==> config.mk <==
export PLATFORM = sky130hd
export DESIGN_NAME = mem_arbiter
export DESIGN_NICKNAME = d
export VERILOG_FILES = /design/src/rtl/mem_arbiter.sv
export SDC_FILE = /design/constraint.sdc
export NUM_CORES = 1
export LEC_CHECK = 0
export BUFFER_PORTS_ARGS = -buffer_cell sky130_fd_sc_hd__buf_2
export CELL_PAD_IN_SITES_DETAIL_PLACEMENT = 1
export CELL_PAD_IN_SITES_GLOBAL_PLACEMENT = 1
export CORE_AREA = 2 2 119 121
export DETAILED_ROUTE_END_ITERATION = 10
export DIE_AREA = 0 0 121 123
export PLACE_DENSITY = 0.78
export SETUP_SLACK_MARGIN = 0.15
export SLEW_MARGIN = 10
export SYNTH_ARGS = -nofsm -noshare
export SYNTH_HDL_FRONTEND = slang
export SYNTH_SLANG_ARGS = --single-unit
==> constraint.sdc <==
create_clock -name clk -period 2.5 [get_ports clk]
set_input_delay 0.75 -clock clk [delete_from_list [all_inputs] [get_ports clk]]
set_output_delay 0.75 -clock clk [all_outputs]
set_load 0.02 [all_outputs]
==> src/rtl/mem_arbiter.sv <==
// mem_arbiter: shares one data-memory slave port between two masters.
// Master 0 is the core load/store port, master 1 a secondary requester
// such as a boot loader or DMA engine. An owner keeps the port across a
// burst. Read data returns one cycle after each read beat. A burst that
// runs to MAX_BURST beats without a last beat is released by force, and
// err_o pulses.
//
// Optional feature macro: ARB_ROUND_ROBIN_EN
//   defined   : on simultaneous requests, the master not served last wins
//   undefined : fixed priority, master 0 always wins
//
// state | meaning
// IDLE  | no owner; winner chosen this cycle, no grant issued
// OWN0  | master 0 owns the port, gnt0 follows req0
// OWN1  | master 1 owns the port, gnt1 follows req1
module mem_arbiter #(
   parameter int ADDR_W    = 32,
   parameter int DATA_W    = 32,
   parameter int MAX_BURST = 8
) (
   input  logic              clk,
   input  logic              rst_n,
   input  logic              m0_req_i,
   input  logic              m0_we_i,
   input  logic              m0_last_i,
   input  logic [ADDR_W-1:0] m0_addr_i,
   input  logic [DATA_W-1:0] m0_wdata_i,
   output logic              m0_gnt_o,
   output logic              m0_rvalid_o,
   output logic [DATA_W-1:0] m0_rdata_o,
   input  logic              m1_req_i,
   input  logic              m1_we_i,
   input  logic              m1_last_i,
   input  logic [ADDR_W-1:0] m1_addr_i,
   input  logic [DATA_W-1:0] m1_wdata_i,
   output logic              m1_gnt_o,
   output logic              m1_rvalid_o,
   output logic [DATA_W-1:0] m1_rdata_o,
   output logic              s_en_o,
   output logic              s_we_o,
   output logic [ADDR_W-1:0] s_addr_o,
   output logic [DATA_W-1:0] s_wdata_o,
   input  logic [DATA_W-1:0] s_rdata_i,
   output logic              busy_o,
   output logic              err_o
);

   typedef enum logic [1:0] {
      IDLE = 2'd0,
      OWN0 = 2'd1,
      OWN1 = 2'd2
   } state_t;

   // The counter never holds MAX_BURST itself: the beat that would get it
   // there always releases ownership and clears it.
   localparam int CNT_W = $clog2(MAX_BURST + 1);

   state_t             state_q, state_d;
   logic [CNT_W-1:0]   cnt_q, cnt_d;
   logic               rv0_q, rv1_q;
   logic               err_q;
   logic               forced;
   logic               own_req, own_we, own_last;
   logic               other_req;
   state_t             other_state;
   logic               beat;
   logic               pick1;

`ifdef ARB_ROUND_ROBIN_EN
   logic last_srv_q;   // 1: master 1 was the most recent owner

   // Master 1 wins when alone, or when both request and master 0 was served last.
   assign pick1 = m1_req_i & (~m0_req_i | ~last_srv_q);

   // Remember who was served on each entry into an ownership state.
   always_ff @(posedge clk) begin
      if (!rst_n) begin
         last_srv_q <= 1'b1;
      end else if ((state_d != state_q) && (state_d != IDLE)) begin
         last_srv_q <= (state_d == OWN1);
      end
   end
`else
   // Master 1 wins only when master 0 is not requesting.
   assign pick1 = m1_req_i & ~m0_req_i;
`endif

   // Route the current owner's beat onto the slave side; nothing in IDLE.
   always_comb begin
      own_req     = 1'b0;
      own_we      = 1'b0;
      own_last    = 1'b0;
      other_req   = 1'b0;
      other_state = IDLE;
      s_addr_o    = '0;
      s_wdata_o   = '0;
      unique case (state_q)
         OWN0: begin
            own_req     = m0_req_i;
            own_we      = m0_we_i;
            own_last    = m0_last_i;
            other_req   = m1_req_i;
            other_state = OWN1;
            s_addr_o    = m0_addr_i;
            s_wdata_o   = m0_wdata_i;
         end
         OWN1: begin
            own_req     = m1_req_i;
            own_we      = m1_we_i;
            own_last    = m1_last_i;
            other_req   = m0_req_i;
            other_state = OWN0;
            s_addr_o    = m1_addr_i;
            s_wdata_o   = m1_wdata_i;
         end
         default: begin
            own_req = 1'b0;
         end
      endcase
   end

   // The owner is granted whenever it requests, so every owner request is a beat.
   assign beat     = own_req;
   assign m0_gnt_o = (state_q == OWN0) & m0_req_i;
   assign m1_gnt_o = (state_q == OWN1) & m1_req_i;
   assign s_we_o   = beat & own_we;
   assign s_en_o   = beat & ~own_we;

   // Next state, forced-release detection and beat counter.
   always_comb begin
      state_d = state_q;
      forced  = 1'b0;
      unique case (state_q)
         IDLE: begin
            if (m0_req_i | m1_req_i) begin
               state_d = pick1 ? OWN1 : OWN0;
            end
         end
         OWN0, OWN1: begin
            forced = beat & ~own_last & (cnt_q == CNT_W'(MAX_BURST - 1));
            if (~own_req | (beat & own_last) | forced) begin
               state_d = other_req ? other_state : IDLE;
            end
         end
         default: begin
            state_d = IDLE;
         end
      endcase

      if (state_d != state_q) begin
         cnt_d = '0;
      end else if (beat) begin
         cnt_d = cnt_q + CNT_W'(1);
      end else begin
         cnt_d = cnt_q;
      end
   end

   // State, counter, read-return tags and error pulse registers.
   always_ff @(posedge clk) begin
      if (!rst_n) begin
         state_q <= IDLE;
         cnt_q   <= '0;
         rv0_q   <= 1'b0;
         rv1_q   <= 1'b0;
         err_q   <= 1'b0;
      end else begin
         state_q <= state_d;
         cnt_q   <= cnt_d;
         rv0_q   <= (state_q == OWN0) & s_en_o;
         rv1_q   <= (state_q == OWN1) & s_en_o;
         err_q   <= forced;
      end
   end

   assign m0_rvalid_o = rv0_q;
   assign m1_rvalid_o = rv1_q;
   assign m0_rdata_o  = s_rdata_i;
   assign m1_rdata_o  = s_rdata_i;
   assign busy_o      = (state_q != IDLE);
   assign err_o       = err_q;

endmodule
Yosys cells after proc, flatten, opt, wreduce, memory -nomap -nowiden
Cells that the tools add are included.
- register bits after elaboration: 9
- input bits: 168
- output and inout port bits: 136
- logic and storage cells: 45
- add/sub/neg operators: 1
- equality and inequality tests: 4
- mux-type cells: 12
- bitwise operators: 18
- reduce and logical (&&, ||, !) cells: 5
- operators by type and width (operator ; number):
    32-bit case mux with 2 select lines ; 2
    1-bit AND ; 10
    2-bit two-way mux ; 4
    1-bit case mux with 2 select lines ; 4
    2-bit case mux with 2 select lines ; 2
    1-bit NOT ; 5
    4-bit by 1-bit adder with 4-bit output, second input constant ; 1
    4-bit by 3-bit equality test with 1-bit output, second input constant ; 1
    2-bit OR reduction ; 2
    1-bit OR ; 3
    2-bit by 1-bit equality test with 1-bit output, second input constant ; 1
    2-bit equality test, second input constant ; 1
    2-bit zero test ; 1
    2-bit != test ; 1
    2-bit AND reduction ; 1
    2-bit nonzero test ; 1

Logic depth before layout (Yosys ltp)
Gate-level depths: netlist of the first run.
- depth after elaboration: 10
- mapped depth: 8
- depth with buffers taken out: 7

Worst setup path after synthesis of the first run
Ideal clock, no wire load.
- kind: register to output
- start: register state_q[0]
- end: output port s_addr_o[0]
- data arrival time: 1.736 ns
- required time: 1.750 ns
- setup slack: 0.014 ns
- cell stages (with the launch flop): 6
- path buffers: 2
- cell sequence: dfxtp_1 -> inv_1 -> ha_1 -> clkbuf_1 -> clkbuf_1 -> nor2b_1
- word-level cells in the longest chain between the ends: 2
- elaborated cells between the ends (all ways): 3
- those cells by class: eq/ne: 2; mux: 1
- ends and longest elaborated chain (element ; RTL line ; text):
    start: declaration ; 58 ; state_t state_q, state_d;
    start signal: assignment ; 168 ; state_q <= state_d;
    2-bit equality test or 2-bit by 1-bit equality test with 1-bit output (tied branches) ; 97 ; unique case (state_q)
    32-bit case mux with 2 select lines * ; 97 ;
    end: declaration ; 41 ; output logic [ADDR_W-1:0] s_addr_o,
Mark *: on every way between the ends. The rest lies on a longest branch, timed or not.

Final worst setup path of the first run
- start: register state_q[1]
- end: output port s_addr_o[20]
The elaborated chain is that of the path after synthesis.

==> impl_results.md, run 1 <==
* GRT overflow at 0
* R2R setup slack at ~0.36 ns
* R2r worst-path depth at 8
* Area grow syn2layout at 82.0%
* Clock Latency Late Sink at ~0.24 ns
* Setup TNS at 0 ns
* Final core occ at around 28%
* Post-Syn Area at between 2000 and 2500 um2
* Routed vias at 2652
* Initial Util at 15.6%
* YS warnings at 0
* Fmax at 424 MHz
* Number of global-route vias before repair at between 2000 and 2500
* Hold worst-path end: cnt_q[3]$_SDFFE_PP0P_
* IO buf count at 207
* Worst slew pin tran at between 0.3 and 0.4 ns
* Worst Hold Class: reg2reg
* Hpwl dp at between 6000 and 7000 um
* DIE AREA at between 10000 and 15000 um2
* # rows at between 40 and 50
* Final non-filler cell total at approximately 620
* Final Slew Violations at 0
* Power Density at about 350 nW/um2
* HP Start: cnt_q[3]$_SDFFE_PP0P_
* Post-route setup slack at 0.140 ns
* Share of the clock period used by the worst path at between 90% and 100%
* CP Capture Type: primary output
* Hold Violations, Final at 0
* DRT Wirelength at just over 10000 um
* Worst VDD drop at 0.249 mV
* CORE AREA at between 10000 and 15000 um2
* GP Congestion at about 0.74
* Seq cells post-synth at 9
* Worst r2r dst: cnt_q[0]$_SDFFE_PP0P_
* DR pass1 iterations at 4
* Fill cells at about 1700
* Syn Area/Cell at just over 7 um2
* Critical Path RT at roughly 1.8 ns
* RSZ-0062 raised after global routing: yes
* Syn nets at ~470
* Outcome: finished clean
* Share of the synthesized area in the top cell type at about a quarter
* DP Worst Slack at about 0.16 ns
* Critical Path AT at 1.61 ns
* # H-tree levels at 1
* Max-Cap Viols at 0
* Share of layout cells above drive strength 1 at approximately 76%
* Ports at 304
* CTS buffer count at 3
* WL per Instance at between 15 and 20 um
* CP startpoint kind: register
* Die X at 121 um
* R2R Path Start: state_q[1]$_SDFF_PN0_
* Sequential fraction of the synthesis area at around 8.5%
* 1st-iter DRT viols at 59
* Die height at 123 um
* Hold path cells at 2
* Critical Path Fanout Max at 8
* LEAKAGE at 1.66 nW
* CP Class: reg2out
* Synth area leaders: buf_4 (23%), a22oi_1 (23%), nor2b_1 (20%), dfxtp_1 (8.5%), clkbuf_1 (3.4%)
* Largest net degree at the start of global routing at 42
* DRT antenna net count at 0
* Count of different cell masters after synthesis at 34
* Area leader, netlist: buf_4
* Slew HR at 74.1%
* Vias per cell at 4.30
* NumNets Final at 611
* Pwr Total at around 0.0013 W
* Synth Instances at 292
* Initial antenna violation count at 0
* Gr usage total at 10.2%
* CTS Root Cell: clkbuf_16
* Sink Count at 9
* Clock Pin Slew Worst Setup and Hold Paths at about 0.040 ns
* Clk_skew at between 0.0009 and 0.001 ns
* Final setup vio count at 0
* CTS tree: built
* DRC viols at 0
* Longest Clk Path Bufs at 2
* Placed insts at 600
* First-pass GRT wire length at ~12000 um
* Ant. Diodes at 0
* Crit path time final at 2.36 ns
[power breakdown]
part           internal [W]  switching [W]  leakage [nW]
Sequential         0.000148     0.00000536        0.0742
Combinational      0.000476       0.000424          1.55
Clock              0.000211      0.0000761        0.0409
Total              0.000835       0.000505          1.66
[what timing repair did]
item                                   in CTS  in global routing
endpoints found under the hold margin       0                  0
resized for setup                          22                104
setup buffers                               3                  2
hold buffers                                0                  0
cloned                                      2                  6
setup endpoints to repair                  68                 65
pin swaps                                   1                  4
[flip-flops by register name (all words and copies together), names as in the netlist]
register / count
m1_rvalid_o: 1
err_o: 1
state_q: 2
m0_rvalid_o: 1
cnt_q: 4
[logic make-up after synthesis]
| logic type | after synthesis | synth area share (%) |
|---|---|---|
| xor+xnor | 3 | 1.24 |
| mux | 2 | 0.946 |
| compound gates | 81 | 29.3 |
| flops | 9 | 8.51 |
| simple gates | 99 | 28.4 |
| buf+inv | 93 | 28.7 |
| fa+ha+maj | 5 | 2.96 |
[layout by cell type, fill, tap and decap left out, types with 2 or more instances in the layout]
cell	count
a21oi_1	4
and2_1	3
dfxtp_4	2
nor2_1	6
xor2_1	2
buf_4	45
dfxtp_1	7
ha_1	2
nand2_1	10
clkbuf_16	7
nand3_1	3
nor2b_2	45
a22oi_2	21
a21oi_2	2
buf_6	20
nor4bb_1	2
inv_1	3
mux2i_1	2
nor3_1	5
a21o_1	2
a22oi_1	43
buf_12	6
ha_4	3
nor2b_4	18
buf_2	151
nor2b_1	4
[metrics by stage]
stage	instance area [um2]	hold WS, ns
global route	3850	0.587
floorplan	2280	0.505
global placement	3100	0.527
CTS	3340	0.536
finish	3850	0.537
detailed placement	3100	0.523
[worst max-delay path, cell delays in order (launching register included)]
cell and delay [ns]:
dfxtp_4 0.40, inv_4 0.07, ha_4 0.30, buf_4 0.15, clkbuf_16 0.15, nor2b_1 0.14, buf_2 0.18
[routing by layer]
layer | vias up | wire length [um] | GRT usage (%)
li1 | 1254 | - | -
met1 | 1247 | 3900 | 11.9
met2 | 136 | 5340 | 19.2
met3 | 15 | 831 | 2.63
met4 | 0 | 85 | 1.53
met5 | - | 0 | 0
[worst max path at each step]
stage,from,endpoint,slack [ns]
6_report,state_q[1]$_SDFF_PN0_,s_addr_o[20],0.14
2_1_floorplan,state_q[0]$_SDFF_PN0_,s_wdata_o[10],0.1
5_1_grt,state_q[1]$_SDFF_PN0_,s_addr_o[20],0.06
4_1_cts,state_q[1]$_SDFF_PN0_,s_addr_o[11],0.13
3_5_place_dp,state_q[0]$_SDFF_PN0_,s_addr_o[9],0.16
3_3_place_gp,state_q[0]$_SDFF_PN0_,s_addr_o[9],0.18
[layout make-up]
| cell class | count | area (um2) | area share [%] |
|---|---|---|---|
| Inverter | 5 | 21.3 | 0.552 |
| Sequential cell | 9 | 188 | 4.87 |
| Tap cell | 180 | 225 | 5.85 |
| Timing Repair Buffer | 229 | 1610 | 41.9 |
| Clock inverter | 1 | 5.00 | 0.130 |
| Multi-Input combinational cell | 190 | 1720 | 44.8 |
| Clock buffer | 3 | 75.1 | 1.95 |
[synthesized netlist by cell type]
cell / n
a21o_1: 2
a311oi_2: 1
inv_1: 5
nand3b_1: 1
nor2_1: 6
buf_4: 66
or2b_1: 1
a22oi_1: 64
a22o_2: 1
nand4_4: 1
o22ai_1: 1
o211ai_1: 1
nand2_1: 10
dfxtp_1: 9
xnor2_1: 1
o32ai_1: 1
nor3_1: 5
ha_1: 5
nor4bb_1: 2
nand3_1: 3
and2_1: 3
mux2i_1: 2
xor2_1: 2
a22oi_4: 1
a221o_1: 1
buf_2: 2
clkbuf_1: 19
a21oi_1: 5
nor2b_1: 66
a21oi_2: 1
nor2b_4: 1
buf_6: 1
o21ai_0: 1
a31oi_1: 1
Note: power is estimated with default switching activity, not from simulation.
==> run 2: changes to the inputs <==
--- a/config.mk
+++ b/config.mk
@@ -11,6 +11,7 @@
 export CORE_AREA = 2 2 119 121
 export DETAILED_ROUTE_END_ITERATION = 10
 export DIE_AREA = 0 0 121 123
+export MAX_ROUTING_LAYER = met4
 export PLACE_DENSITY = 0.78
 export SETUP_SLACK_MARGIN = 0.15
 export SLEW_MARGIN = 10
==> run 2 against run 1 <==
Critical path depth unchanged. Core utilization about the same. Clock power about the same. Worst setup slack got worse by 0.014 ns. Power about the same. Cell count decreased by 0.16%. Critical endpoint unchanged.
==> impl_results.md, run 2 (synthesis results as in run 1) <==
* Final core occ at roughly 28%
* Worst slew pin tran at approximately 0.4 ns
* Share of layout cells above drive strength 1 at between 70 and 80%
* Critical Path Fanout Max at 20
* Clock Pin Slew Worst Setup and Hold Paths at about 0.040 ns
* RSZ-0062 raised after global routing: yes
* # H-tree levels at 1
* Share of the clock period used by the worst path at roughly 95%
* DRT antenna net count at 0
* DIE AREA at 14900 um2
* DR pass1 iterations at 4
* Multi-input logic area at 1740 um2
* NumNets Final at around 600
* Slew HR at between 70% and 80%
* Max reg flops at 4
* Ant. Diodes at 0
* Initial antenna violation count at 0
* R2R setup slack at 0.35 ns
* # rows at 43
* CTS tree: built
* 1st-iter DRT viols at 54
* Final setup vio count at 0
* Commonest non-fill, non-tap cell in the layout: buf_2
* WL per Instance at about 16 um
* Hold slack at 0.537 ns
* IO buf count at around 210
* Critical Path AT at between 1.5 and 2 ns
* Max-Cap Viols at 0
* Biggest register: cnt_q
* Commonest non-fill, non-tap cells in the layout: buf_2 (150), buf_4 (46), nor2b_2 (45), a22oi_1 (42), a22oi_2 (22)
* CP Capture Type: primary output
* Setup TNS at 0 ns
* GRT overflow at 0
* First-pass GRT wire length at 12400 um
* Vias per cell at roughly 4.3
* Longest Clk Path Bufs at 2
* Gr usage total at 10.5%
* CORE AREA at 13600 um2
* Clock Latency Late Sink at between 0.2 and 0.25 ns
* Hpwl dp at about 6600 um
* Hold_buf cts at 0
* Power Density at ~350 nW/um2
* Worst Hold Class: reg2reg
* DRT Wirelength at 10100 um
* FF+latch area at roughly 190 um2
* Initial Util at about 16%
* Hold Violations, Final at 0
* Die height at ~120 um
* LEAKAGE at about 1.7 nW
* Area grow syn2layout at 82.2%
* Sink Count at 9
* Biggest regs: cnt_q x4, state_q x2
* CP Class: reg2out
* Fmax at roughly 420 MHz
* Worst VDD drop at between 0.2 and 0.25 mV
* Ports at about 300
* Critical Path RT at 1.75 ns
* CP startpoint kind: register
* Crit path time final at 2.37 ns
* CTS buffer count at 3
* GP Congestion at between 0.7 and 0.8
* Clk_skew at 0.000891 ns
* DRC viols at 0
* Largest net degree at the start of global routing at 42
* Outcome: finished clean
* Number of global-route vias before repair at around 2500
* Fill cells at 1659
* Die X at about 120 um
* Final Slew Violations at 0
* CTS Root Cell: clkbuf_16
* Routed vias at approximately 2700
-- run 2: cell count changes in the layout (fill, tap and decap cells not counted), sizes merged --
cell	change
buf	-1
-- run 2: routing by layer --
metal	track usage (%)	vias to the layer above	wire length [um]
met3	2.58	15	832
met2	19.2	136	5360
met5	-	-	0
met1	11.9	1248	3800
met4	1.53	0	85
li1	-	1251	-
-- run 2: path summary, 6_finish.rpt --
| kind | endpoint | cells after the start | from |
|---|---|---|---|
| min reg2reg | cnt_q[3]$_SDFFE_PP0P_ | 2 | cnt_q[3]$_SDFFE_PP0P_ |
| min | cnt_q[3]$_SDFFE_PP0P_ | 2 | cnt_q[3]$_SDFFE_PP0P_ |
| max | s_addr_o[20] | 6 | state_q[1]$_SDFF_PN0_ |
| max reg2reg | cnt_q[0]$_SDFFE_PP0P_ | 8 | state_q[1]$_SDFF_PN0_ |
-- run 2: layout make-up --
type	instances	area share, %
clock buffer	3	1.95
clock inverter	1	0.130
inverter	5	0.552
multi-input combinational	190	45.0
sequential	9	4.87
tap	180	5.84
timing repair buffer	228	41.6
-- run 2: timing repair --
action / in CTS / in global routing
setup buffers: 3 / 2
setup endpoints to repair: 68 / 65
endpoints found under the hold margin: 0 / 0
pin swaps: 1 / 4
resized for setup: 22 / 107
cloned: 2 / 5
-- run 2: where the power goes --
group	switching [W]	internal (W)	total, W
Clock	0.0000761	0.000211	0.000287
Combinational	0.000424	0.000476	0.000900
Sequential	0.00000535	0.000148	0.000153
Total	0.000506	0.000834	0.00134
-- run 2: critical path, stage by stage, from the launching register on --
cell	delay [ns]
dfxtp_4	0.37
inv_4	0.09
ha_4	0.26
clkbuf_16	0.25
a22oi_1	0.10
nor2b_1	0.13
buf_2	0.18
-- run 2: per-stage QoR --
step	area [um2]	std cells	total power, W	setup slack [ns]
after floorplan	2280	292	0.000706	0.0978
after global placement	3100	600	0.000810	0.180
after detailed placement	3100	600	0.000819	0.163
after CTS	3340	609	0.00118	0.128
after global routing	3860	616	0.00142	0.0394
final	3860	616	0.00134	0.126
==> run 3: changes to the inputs <==
==> config.mk (replaced) <==
export PLATFORM = sky130hd
export DESIGN_NAME = mem_arbiter
export DESIGN_NICKNAME = d
export VERILOG_FILES = /design/src/rtl/mem_arbiter.sv
export SDC_FILE = /design/constraint.sdc
export NUM_CORES = 1
export LEC_CHECK = 0
export ABC_AREA = 1
export BUFFER_PORTS_ARGS = -buffer_cell sky130_fd_sc_hd__buf_2
export CELL_PAD_IN_SITES_DETAIL_PLACEMENT = 1
export CELL_PAD_IN_SITES_GLOBAL_PLACEMENT = 1
export CORE_ASPECT_RATIO = 0.8
export CORE_MARGIN = 2
export CORE_UTILIZATION = 16
export DETAILED_ROUTE_END_ITERATION = 10
export MAX_ROUTING_LAYER = met4
export PLACE_DENSITY = 0.88
export SETUP_SLACK_MARGIN = 0.05
export SLEW_MARGIN = 10
export SYNTH_ARGS = -nofsm -noshare
export SYNTH_HDL_FRONTEND = slang
export SYNTH_SLANG_ARGS = --single-unit
==> run 3 against run 2 <==
Area after synthesis shrank 8.0%. Non-clock buffer count shrank 14. Core utilization shrank 4.4 points. Via count grew 3.9%. Critical path type unchanged. Largest cell class is now buffers.
==> impl_results.md, run 3 <==
* IO buf count at around 210
* DIE AREA at roughly 13000 um2
* Synth Instances at roughly 360
* Final non-filler cell total at 647
* Commonest non-fill, non-tap cell in the layout: buf_2
* GRT overflow at 0
* Share of the synthesized area in the top cell type at approximately 29%
* First-pass GRT wire length at 11900 um
* Largest net degree at the start of global routing at 35
* Number of global-route vias before repair at about 2500
* Hold_buf cts at 0
* Power Density at ~340 nW/um2
* Clk_skew at ~0.0012 ns
* CTS tree: built
* Async set-reset flop share out of synthesis at 0%
* Most instantiated cells after synthesis: nand2_1 (148), a21oi_1 (64), buf_4 (64)
* Worst Hold Class: reg2reg
* NumNets Final at between 600 and 700
* Routed vias at 2754
* # rows at 36
* Worst slew pin tran at about 0.25 ns
* CTS buffer count at 3
* CP Capture Type: primary output
* Count of different cell masters after synthesis at 24
* Worst VDD drop at 0.289 mV
* DRT antenna net count at 0
* Sink Count at 9
* Most frequent cell after synthesis: nand2_1
* Die height at around 100 um
* Initial antenna violation count at 0
* WL per Instance at between 10 and 15 um
* CORE AREA at about 12000 um2
* Critical Path AT at ~1.6 ns
* DRC viols at 0
* Syn Area/Cell at 5.39 um2
* Setup bufs post-CTS at 0
* Fmax at ~420 MHz
* DP Worst Slack at ~0.19 ns
* Ant. Diodes at 0
* Initial Util at roughly 16%
* Outcome: finished clean
* FF+latch area at approximately 190 um2
* Ports at approximately 300
* Gr usage total at between 10% and 20%
* # H-tree levels at 1
* Syn nets at roughly 530
* Multi-input logic area at ~1200 um2
* YS warnings at 0
* Fill cells at 1625
* Number of synthesized flops with an enable pin at 0
* Commonest non-fill, non-tap cells in the layout: buf_2 (198), nand2_1 (148), a21oi_1 (61), inv_1 (16), buf_4 (10)
* Hold Violations, Final at 0
* Biggest regs: cnt_q x4, state_q x2
* DRT Wirelength at 8240 um
* Critical Path RT at around 1.8 ns
* Slew HR at approximately 83%
* Crit path time final at between 2 and 2.5 ns
* Sequential fraction of the synthesis area at 9.25%
* Final setup vio count at 0
* Area leader, netlist: nand2_1
* R2R setup slack at slightly above 0.6 ns
* Post-route cell area at slightly below 3000 um2
* Max reg flops at 4
* Clock Pin Slew Worst Setup and Hold Paths at 0.04 ns
* Hpwl dp at between 6000 and 7000 um
* Share of the clock period used by the worst path at a little over nine tenths
* RSZ-0062 raised after global routing: no
* Top_reg_cell synth: dfxtp_1
* Share of layout cells above drive strength 1 at a little under half
* Post-Syn Area at between 1500 and 2000 um2
* LEAKAGE at around 1.5 nW
* CP startpoint kind: register
* Biggest register: cnt_q
* Final Slew Violations at 0
* Area grow syn2layout at 48.1%
* GP Congestion at about 0.76
* Max-Cap Viols at 0
* CTS Root Cell: clkbuf_16
* Clock Latency Late Sink at approximately 0.23 ns
* Seq cells post-synth at 9
* 1st-iter DRT viols at 57
* Final core occ at about a quarter
* CP Class: reg2out
* Critical Path Fanout Max at 30
* DR pass1 iterations at 4
* Area after DPL at between 2000 and 3000 um2
* Synth area leaders: nand2_1 (29%), buf_4 (25%), a21oi_1 (16%), dfxtp_1 (9.3%), inv_1 (3.5%)
* Die X at about 130 um
* Post-route setup slack at approximately 0.11 ns
* Vias per cell at between 4 and 5
* Placed insts at about 640
* Setup TNS at 0 ns
* Longest Clk Path Bufs at 2
run 3: cell types whose count changed after synthesis, moves of 5 or more:
cell,change
a21oi_1,+59
a22oi_1,-64
buf_1,+11
buf_2,+5
clkbuf_1,-17
inv_1,+13
nand2_1,+138
nand3_1,+5
nor2b_1,-66
run 3: area by class of cell:
type | count | share of cell area [%]
Tap cell | 152 | 6.60
Timing Repair Buffer | 214 | 41.1
Clock inverter | 1 | 0.174
Sequential cell | 9 | 6.42
Multi-Input combinational cell | 249 | 40.6
Clock buffer | 3 | 2.60
Inverter | 19 | 2.47
run 3: per-stage QoR:
stage | power [W] | hold WS [ns]
CTS | 0.000993 | 0.580
finish | 0.000989 | 0.578
global placement | 0.000692 | 0.514
floorplan | 0.000588 | 0.494
global route | 0.00106 | 0.641
detailed placement | 0.000698 | 0.531
run 3: worst max-delay path: stages (launching register included):
cell,delay [ns]
dfxtp_2,0.38
inv_2,0.09
ha_1,0.33
inv_2,0.08
buf_12,0.16
a21oi_1,0.15
buf_2,0.19
run 3: what timing repair did:
item | in CTS | in global routing
resized for setup | 5 | 16
pin swaps | 0 | 0
setup endpoints to repair | 28 | 63
run 3: worst paths after layout:
check / from / to / depth (start not counted)
setup reg to reg: state_q[0]$_SDFF_PN0_ / cnt_q[3]$_SDFFE_PP0P_ / 14
hold / removal: cnt_q[2]$_SDFFE_PP0P_ / cnt_q[2]$_SDFFE_PP0P_ / 2
hold reg to reg: cnt_q[2]$_SDFFE_PP0P_ / cnt_q[2]$_SDFFE_PP0P_ / 2
setup / recovery: state_q[1]$_SDFF_PN0_ / s_wdata_o[2] / 6
run 3: kinds of logic after synthesis:
group                      count (synthesis)  share of synthesized area (%)
muxes                                      1                          0.514
and+or+nand+nor                          173                           35.6
DFF                                        9                           9.25
adders and majority gates                  5                           3.21
AOI/OAI and AO/OA                         67                           17.4
xor gates and xnor gates                   3                           1.35
buffers and inverters                    103                           32.6
run 3: power by group:
group / total [W] / internal, W / switching, W
combinational: 0.000552 / 0.000221 / 0.000330
sequential: 0.000154 / 0.000148 / 0.00000615
clock: 0.000283 / 0.000211 / 0.0000723
total: 0.000989 / 0.000580 / 0.000409
run 3: metal layers:
metal | GRT usage (%) | share of wire (%) | wire length (um) | vias to the layer above
li1 | - | - | - | 1339
met1 | 12.5 | 40 | 3320 | 1228
met2 | 19.6 | 46 | 3790 | 182
met3 | 5.60 | 13 | 1100 | 5
met4 | 0.930 | 0.33 | 27 | 0
met5 | - | 0 | 0 | -
